==> config.mk <==
export PLATFORM = sky130hd
export DESIGN_NAME = new_means_calc
export DESIGN_NICKNAME = d
export VERILOG_FILES = /design/src/rtl/kmeans_pkg.sv /design/src/rtl/new_means_calc_serial_divider.sv /design/src/rtl/new_means_calc.sv
export SDC_FILE = /design/constraint.sdc
export NUM_CORES = 1
export LEC_CHECK = 0
export BUFFER_PORTS_ARGS = -buffer_cell sky130_fd_sc_hd__clkbuf_2
export CAP_MARGIN = 15
export CORE_AREA = 2 2 554 556
export CTS_CLUSTER_SIZE = 28
export DETAILED_ROUTE_END_ITERATION = 6
export DIE_AREA = 0 0 556 558
export GPL_TIMING_DRIVEN = 0
export PLACE_DENSITY_LB_ADDON = 0.25
export SYNTH_ARGS = -nofsm -noshare
export SYNTH_HDL_FRONTEND = slang
export SYNTH_SLANG_ARGS = --single-unit
==> constraint.sdc <==
create_clock -name clk -period 7.8 [get_ports clk]
set_clock_uncertainty 0.1 [all_clocks]
set_input_delay 0 -clock clk [delete_from_list [all_inputs] [get_ports clk]]
set_output_delay 0 -clock clk [all_outputs]
set_load 0.01 [all_outputs]
==> src/rtl/kmeans_pkg.sv <==
// Shared widths and state encoding for the k-means accelerator.
// Used by the classification and centroid-update stages.
package kmeans_pkg;

    localparam int CENTROID_NUM = 8;
    localparam int CORD_NUM     = 7;
    localparam int ACCUM_CORD_W = 22;
    localparam int CORD_W       = 13;
    localparam int CNT_W        = 10;

    typedef enum logic [2:0] {
        IDLE,
        LOAD,
        DIV,
        WRITE,
        DONE
    } means_state_t;

endpackage

==> src/rtl/new_means_calc_serial_divider.sv <==
// Bit-serial restoring divider: one quotient bit per step, MSB first.
// The quotient output is saturated to the centroid coordinate width.
module serial_divider
    import kmeans_pkg::*;
(
    input  logic                    clk,
    input  logic                    rst,
    input  logic                    init,
    input  logic                    step,
    input  logic [ACCUM_CORD_W-1:0] dividend,
    input  logic [CNT_W-1:0]        divisor,
    output logic [CORD_W-1:0]       quotient
);

    logic [ACCUM_CORD_W-1:0] dvd_q;
    logic [ACCUM_CORD_W-1:0] quo_q;
    logic [ACCUM_CORD_W-1:0] quo_nxt;
    logic [CNT_W-1:0]        dvs_q;
    logic [CNT_W-1:0]        rem_q;
    logic [CNT_W-1:0]        rem_nxt;
    logic [CNT_W:0]          shifted;
    logic                    fits;

    // The remainder never reaches the divisor, so after subtraction
    // (or when nothing is subtracted) it fits back into CNT_W bits.
    always_comb begin
        shifted = {rem_q, dvd_q[ACCUM_CORD_W-1]};
        fits    = shifted >= {1'b0, dvs_q};
        rem_nxt = fits ? CNT_W'(shifted - {1'b0, dvs_q})
                       : shifted[CNT_W-1:0];
        quo_nxt = {quo_q[ACCUM_CORD_W-2:0], fits};
    end

    // Reflects the step in progress so the final value is ready
    // at the edge that completes the last iteration.
    assign quotient = (|quo_nxt[ACCUM_CORD_W-1:CORD_W])
                    ? '1 : quo_nxt[CORD_W-1:0];

    always_ff @(posedge clk) begin
        if (rst) begin
            dvd_q <= '0;
            dvs_q <= '0;
            rem_q <= '0;
            quo_q <= '0;
        end else if (init) begin
            dvd_q <= dividend;
            dvs_q <= divisor;
            rem_q <= '0;
            quo_q <= '0;
        end else if (step) begin
            dvd_q <= {dvd_q[ACCUM_CORD_W-2:0], 1'b0};
            rem_q <= rem_nxt;
            quo_q <= quo_nxt;
        end
    end

endmodule

==> src/rtl/new_means_calc.sv <==
// Centroid update: divides each cluster accumulator by its point
// count and writes the result back over the core write path.
module new_means_calc
    import kmeans_pkg::*;
#(
    parameter int centroid_num     = CENTROID_NUM,
    parameter int cordinate_num    = CORD_NUM,
    parameter int accum_cord_width = ACCUM_CORD_W,
    parameter int cordinate_width  = CORD_W,
    parameter int accum_width      = cordinate_num * accum_cord_width,
    parameter int dataWidth        = cordinate_num * cordinate_width,
    parameter int count_width      = CNT_W
) (
    input  logic                    clk,
    input  logic                    rst,
    input  logic                    start,
    input  logic [accum_width-1:0]  accum_1,
    input  logic [accum_width-1:0]  accum_2,
    input  logic [accum_width-1:0]  accum_3,
    input  logic [accum_width-1:0]  accum_4,
    input  logic [accum_width-1:0]  accum_5,
    input  logic [accum_width-1:0]  accum_6,
    input  logic [accum_width-1:0]  accum_7,
    input  logic [accum_width-1:0]  accum_8,
    input  logic [count_width-1:0]  cnt_1,
    input  logic [count_width-1:0]  cnt_2,
    input  logic [count_width-1:0]  cnt_3,
    input  logic [count_width-1:0]  cnt_4,
    input  logic [count_width-1:0]  cnt_5,
    input  logic [count_width-1:0]  cnt_6,
    input  logic [count_width-1:0]  cnt_7,
    input  logic [count_width-1:0]  cnt_8,
    output logic [dataWidth-1:0]    data_to_core,
    output logic [centroid_num-1:0] centroid_en,
    output logic                    busy,
    output logic                    done
);

    localparam logic [4:0] LAST_ITER = 5'(accum_cord_width - 1);

    means_state_t             state;
    means_state_t             nxt;
    logic [2:0]               idx;
    logic [4:0]               iter;
    logic [accum_width-1:0]   sel_accum;
    logic [count_width-1:0]   sel_cnt;
    logic [dataWidth-1:0]     quot;
    logic                     last_idx;
    logic                     last_iter;
    logic                     empty;

    always_comb begin
        sel_accum = accum_8;
        sel_cnt   = cnt_8;
        case (idx)
            3'd0: begin sel_accum = accum_1; sel_cnt = cnt_1; end
            3'd1: begin sel_accum = accum_2; sel_cnt = cnt_2; end
            3'd2: begin sel_accum = accum_3; sel_cnt = cnt_3; end
            3'd3: begin sel_accum = accum_4; sel_cnt = cnt_4; end
            3'd4: begin sel_accum = accum_5; sel_cnt = cnt_5; end
            3'd5: begin sel_accum = accum_6; sel_cnt = cnt_6; end
            3'd6: begin sel_accum = accum_7; sel_cnt = cnt_7; end
            default: ;
        endcase
    end

    assign last_idx  = idx == 3'd7;
    assign last_iter = iter == LAST_ITER;
    assign empty     = sel_cnt == '0;

    always_comb begin
        nxt = state;
        case (state)
            IDLE:  if (start) nxt = LOAD;
            LOAD:  nxt = empty ? (last_idx ? DONE : LOAD) : DIV;
            DIV:   if (last_iter) nxt = WRITE;
            WRITE: nxt = last_idx ? DONE : LOAD;
            DONE:  nxt = IDLE;
            default: nxt = IDLE;
        endcase
    end

    always_ff @(posedge clk) begin
        if (rst) begin
            state        <= IDLE;
            idx          <= '0;
            iter         <= '0;
            data_to_core <= '0;
            centroid_en  <= '0;
        end else begin
            state       <= nxt;
            centroid_en <= '0;
            case (state)
                IDLE: idx <= '0;
                LOAD: begin
                    iter <= '0;
                    if (empty) idx <= idx + 3'd1;
                end
                DIV: begin
                    iter <= iter + 5'd1;
                    if (last_iter) begin
                        data_to_core <= quot;
                        centroid_en  <= centroid_num'(1) << idx;
                    end
                end
                WRITE: idx <= idx + 3'd1;
                default: ;
            endcase
        end
    end

    assign busy = state != IDLE;
    assign done = state == DONE;

    for (genvar j = 0; j < cordinate_num; j++) begin : g_div
        serial_divider u_div (
            .clk      (clk),
            .rst      (rst),
            .init     (state == LOAD),
            .step     (state == DIV),
            .dividend (sel_accum[j*accum_cord_width +: accum_cord_width]),
            .divisor  (sel_cnt),
            .quotient (quot[j*cordinate_width +: cordinate_width])
        );
    end

endmodule
==> flow_metrics.tcl <==
set metrics [dict create \
    die_h_um 558 \
    avgRoutedWirePerCell_um 37.0 \
    wirelength_um 352000 \
    async_flop_share_pct 0 \
    syn_inst 3424 \
    root_buffer "clkbuf_16" \
    ys_seq_area_share_pct 32.2 \
    wl_met2_um 170000 \
    grt_pass1_vias 39300 \
    cts_tree "yes" \
    post_cts.repair.setup_buffers 0 \
    area_growth_pct 63.2 \
    worstSetupStartpointType "flip-flop" \
    power_density_mw_per_mm2 185 \
    cts_max_level 3 \
    cts.path.max_buffers 3 \
    cts_made_buffers 71 \
    drtIter0Drc 4320 \
    synthFlopType "dfxtp_1" \
    coreArea_mm2 0.305 \
    port_buffers 1414 \
    firstDrtPassIters 7 \
    viasPerCell 4.26 \
    max-cap-violations 0 \
    initial_utilization_pct 10.0 \
    met3WireLength_um 29100 \
    syn_area_mm2 0.0305 \
    ys.warnings.count 0 \
    ir_worst_vdd_mv 0.155 \
    topRoutingLayerUsed "met5" \
    io-pin-count 1416 \
    num_vias 40500 \
    reg2reg_slack_ps 1180 \
    yosysUniqueCellTypes 81 \
    grt_start_max_net_pins 13 \
    fin_util_pct 16.3 \
    maxSlewViolCount 0 \
    globalRouteTotalUtil_pct 21.6 \
    max_freq_ghz 0.151 \
    clkSinkCount 491 \
    final_cell_mix "clkbuf_2 (1,435), nand2_1 (495), dfxtp_1 (491)" \
    arrival_ps 7150 \
    antenna_found_initial 328 \
    synth_edf_count 0 \
    drt-met1-wl_um 130000 \
    final_nets 6734 \
    fillers 34800 \
    grt_remaining_overflow 0 \
    violations "DRC" \
    drive_above_1_share_pct 35.5 \
    globalplace.congestion 0.971 \
    hold_viol_final 0 \
    drtAntennaViolNets 0 \
    die_w_um 556 \
    leakage_nw 21.0 \
    fin_crit_ps 6620 \
    setup_tns_ps 0 \
    clkSlewWorstSetupHoldPaths_ps 60 \
    syn_nets 4824 \
    yosysTopAreaCell "dfxtp_1" \
    hpwl_um 305000 \
    crit_type "reg2reg" \
    rsz0062_at_grt "false" \
    path_max_fanout 10 \
    grt_first_pass_wirelength_um 430000 \
    status "finished with violations" \
    setup_violations 0 \
    synth_seq_cells 491 \
    relSlewSlack_pct 6.21 \
    fin_crit_sh_pct 84.9 \
    tightestPinTransition_ps 1410 \
    min_path_type "in2reg" \
    synth_area_leaders "dfxtp_1 (32%), mux2_1 (7.0%), a221oi_1 (6.8%)" \
    synth_top_area_share_pct 32.2 \
    critPathCaptureType "flip-flop" \
    drcViolationCount 32 \
    layout_commonest_cell "clkbuf_2" \
    post_cts_resized 0 \
    cp_data_required_time_ps 8330 \
    synth_area_per_cell_um2 8.91 \
    cts_hold_buf 394 \
    rows 203 \
    dieArea_mm2 0.310 \
    clk_latency_ps 700 \
]
## area by class of cell
type	instances	area, um2	area share (%)
diodes	123	308	0.618
plain buffers	340	1480	2.96
clock buffers	100	2060	4.13
clock inverters	27	419	0.842
inverters	43	161	0.324
multi-input cells	2550	19100	38.4
flip-flops and latches	491	9830	19.7
well taps	3997	5000	10.0
repair buffers	1837	11400	23.0
## flip-flops by register name, summed over array words and instances (netlist names)
register,cells
iter,5
data_to_core,91
state,3
g_div.u_div.dvs_q,10
idx,3
g_div.u_div.dvd_q,154
g_div.u_div.rem_q,70
g_div.u_div.quo_q,147
centroid_en,8
## kinds of logic (layout without fill, tap and decap cells)
logic type | count (synthesis) | in the layout | synth area share, %
flops | 491 | 491 | 32.2
fa+ha+maj | 85 | 85 | 3.66
compound gates | 1147 | 1147 | 28.8
simple gates | 784 | 784 | 11.2
other cells | 0 | 123 | 0
buf+inv | 383 | 2347 | 5.26
mux | 497 | 497 | 17.8
xor+xnor | 37 | 37 | 1.06
## synth_stat cells, types with 13 or more instances
cell and number:
nand2_1 495, dfxtp_1 491, a21oi_1 299, a221oi_1 236, clkbuf_1 199, mux2_1 191
mux2_2 162, a222oi_1 152, mux2i_1 142, nor2_1 102, buf_2 97, o21ai_0 81
ha_1 78, o221a_1 59, a22oi_1 52, a311oi_1 41, inv_1 41, buf_1 37
nor3_1 34, o221a_2 29, xnor2_1 29, nand4_1 28, a211oi_1 26, o21ai_1 24
a21o_1 22, nand3_1 20, nor2b_1 19, a22o_1 18, and3_1 15, or3_1 15
a221o_1 14, a31oi_1 14, o21a_1 14, o2111ai_1 13
## power by group
group | total, mW | internal [mW] | switching, mW
clock network | 3.47 | 2.03 | 1.43
registers | 2.73 | 2.63 | 0.107
logic | 3.00 | 1.18 | 1.82
total | 9.20 | 5.84 | 3.36
## metrics by stage
stage	cells	hold WS, ps	power (mW)	setup slack [ps]	instance area (um2)
after global routing	9446	19.6	9.58	978	49600
final	9508	32.0	9.20	1180	49800
after CTS	9384	1.90	9.32	1070	49500
after floorplan	3424	105	4.09	4920	30500
after global placement	8835	216	5.48	76.5	42600
after detailed placement	8863	217	5.51	1780	43100
## worst paths after layout
check | startpoint | depth (start not counted) | end
setup / recovery | idx[2] | 11 | g_div[3].u_div.dvd_q[20]
hold / removal | accum_6[54] | 5 | g_div[2].u_div.dvd_q[10]
setup reg to reg | idx[2] | 11 | g_div[3].u_div.dvd_q[20]
hold reg to reg | g_div[2].u_div.rem_q[9] | 2 | g_div[2].u_div.rem_q[9]
## layer usage
layer / track usage (%) / vias up
met3: 6.83 / 752
met1: 23.6 / 19900
met4: 10.9 / 154
li1: - / 17400
met5: 0 / -
met2: 37.3 / 2327
## critical path, cell delays in order (launching register included)
cell           delay (ps)
dfxtp_1               410
inv_1                 680
clkbuf_2              550
ha_1                  410
buf_2                 310
buf_2                 770
buf_2                 530
clkbuf_1              690
a221oi_1              350
dlygate4sd3_1         720
a221oi_1              250
dlygate4sd3_1         570
(Power assumes the default switching activity.)
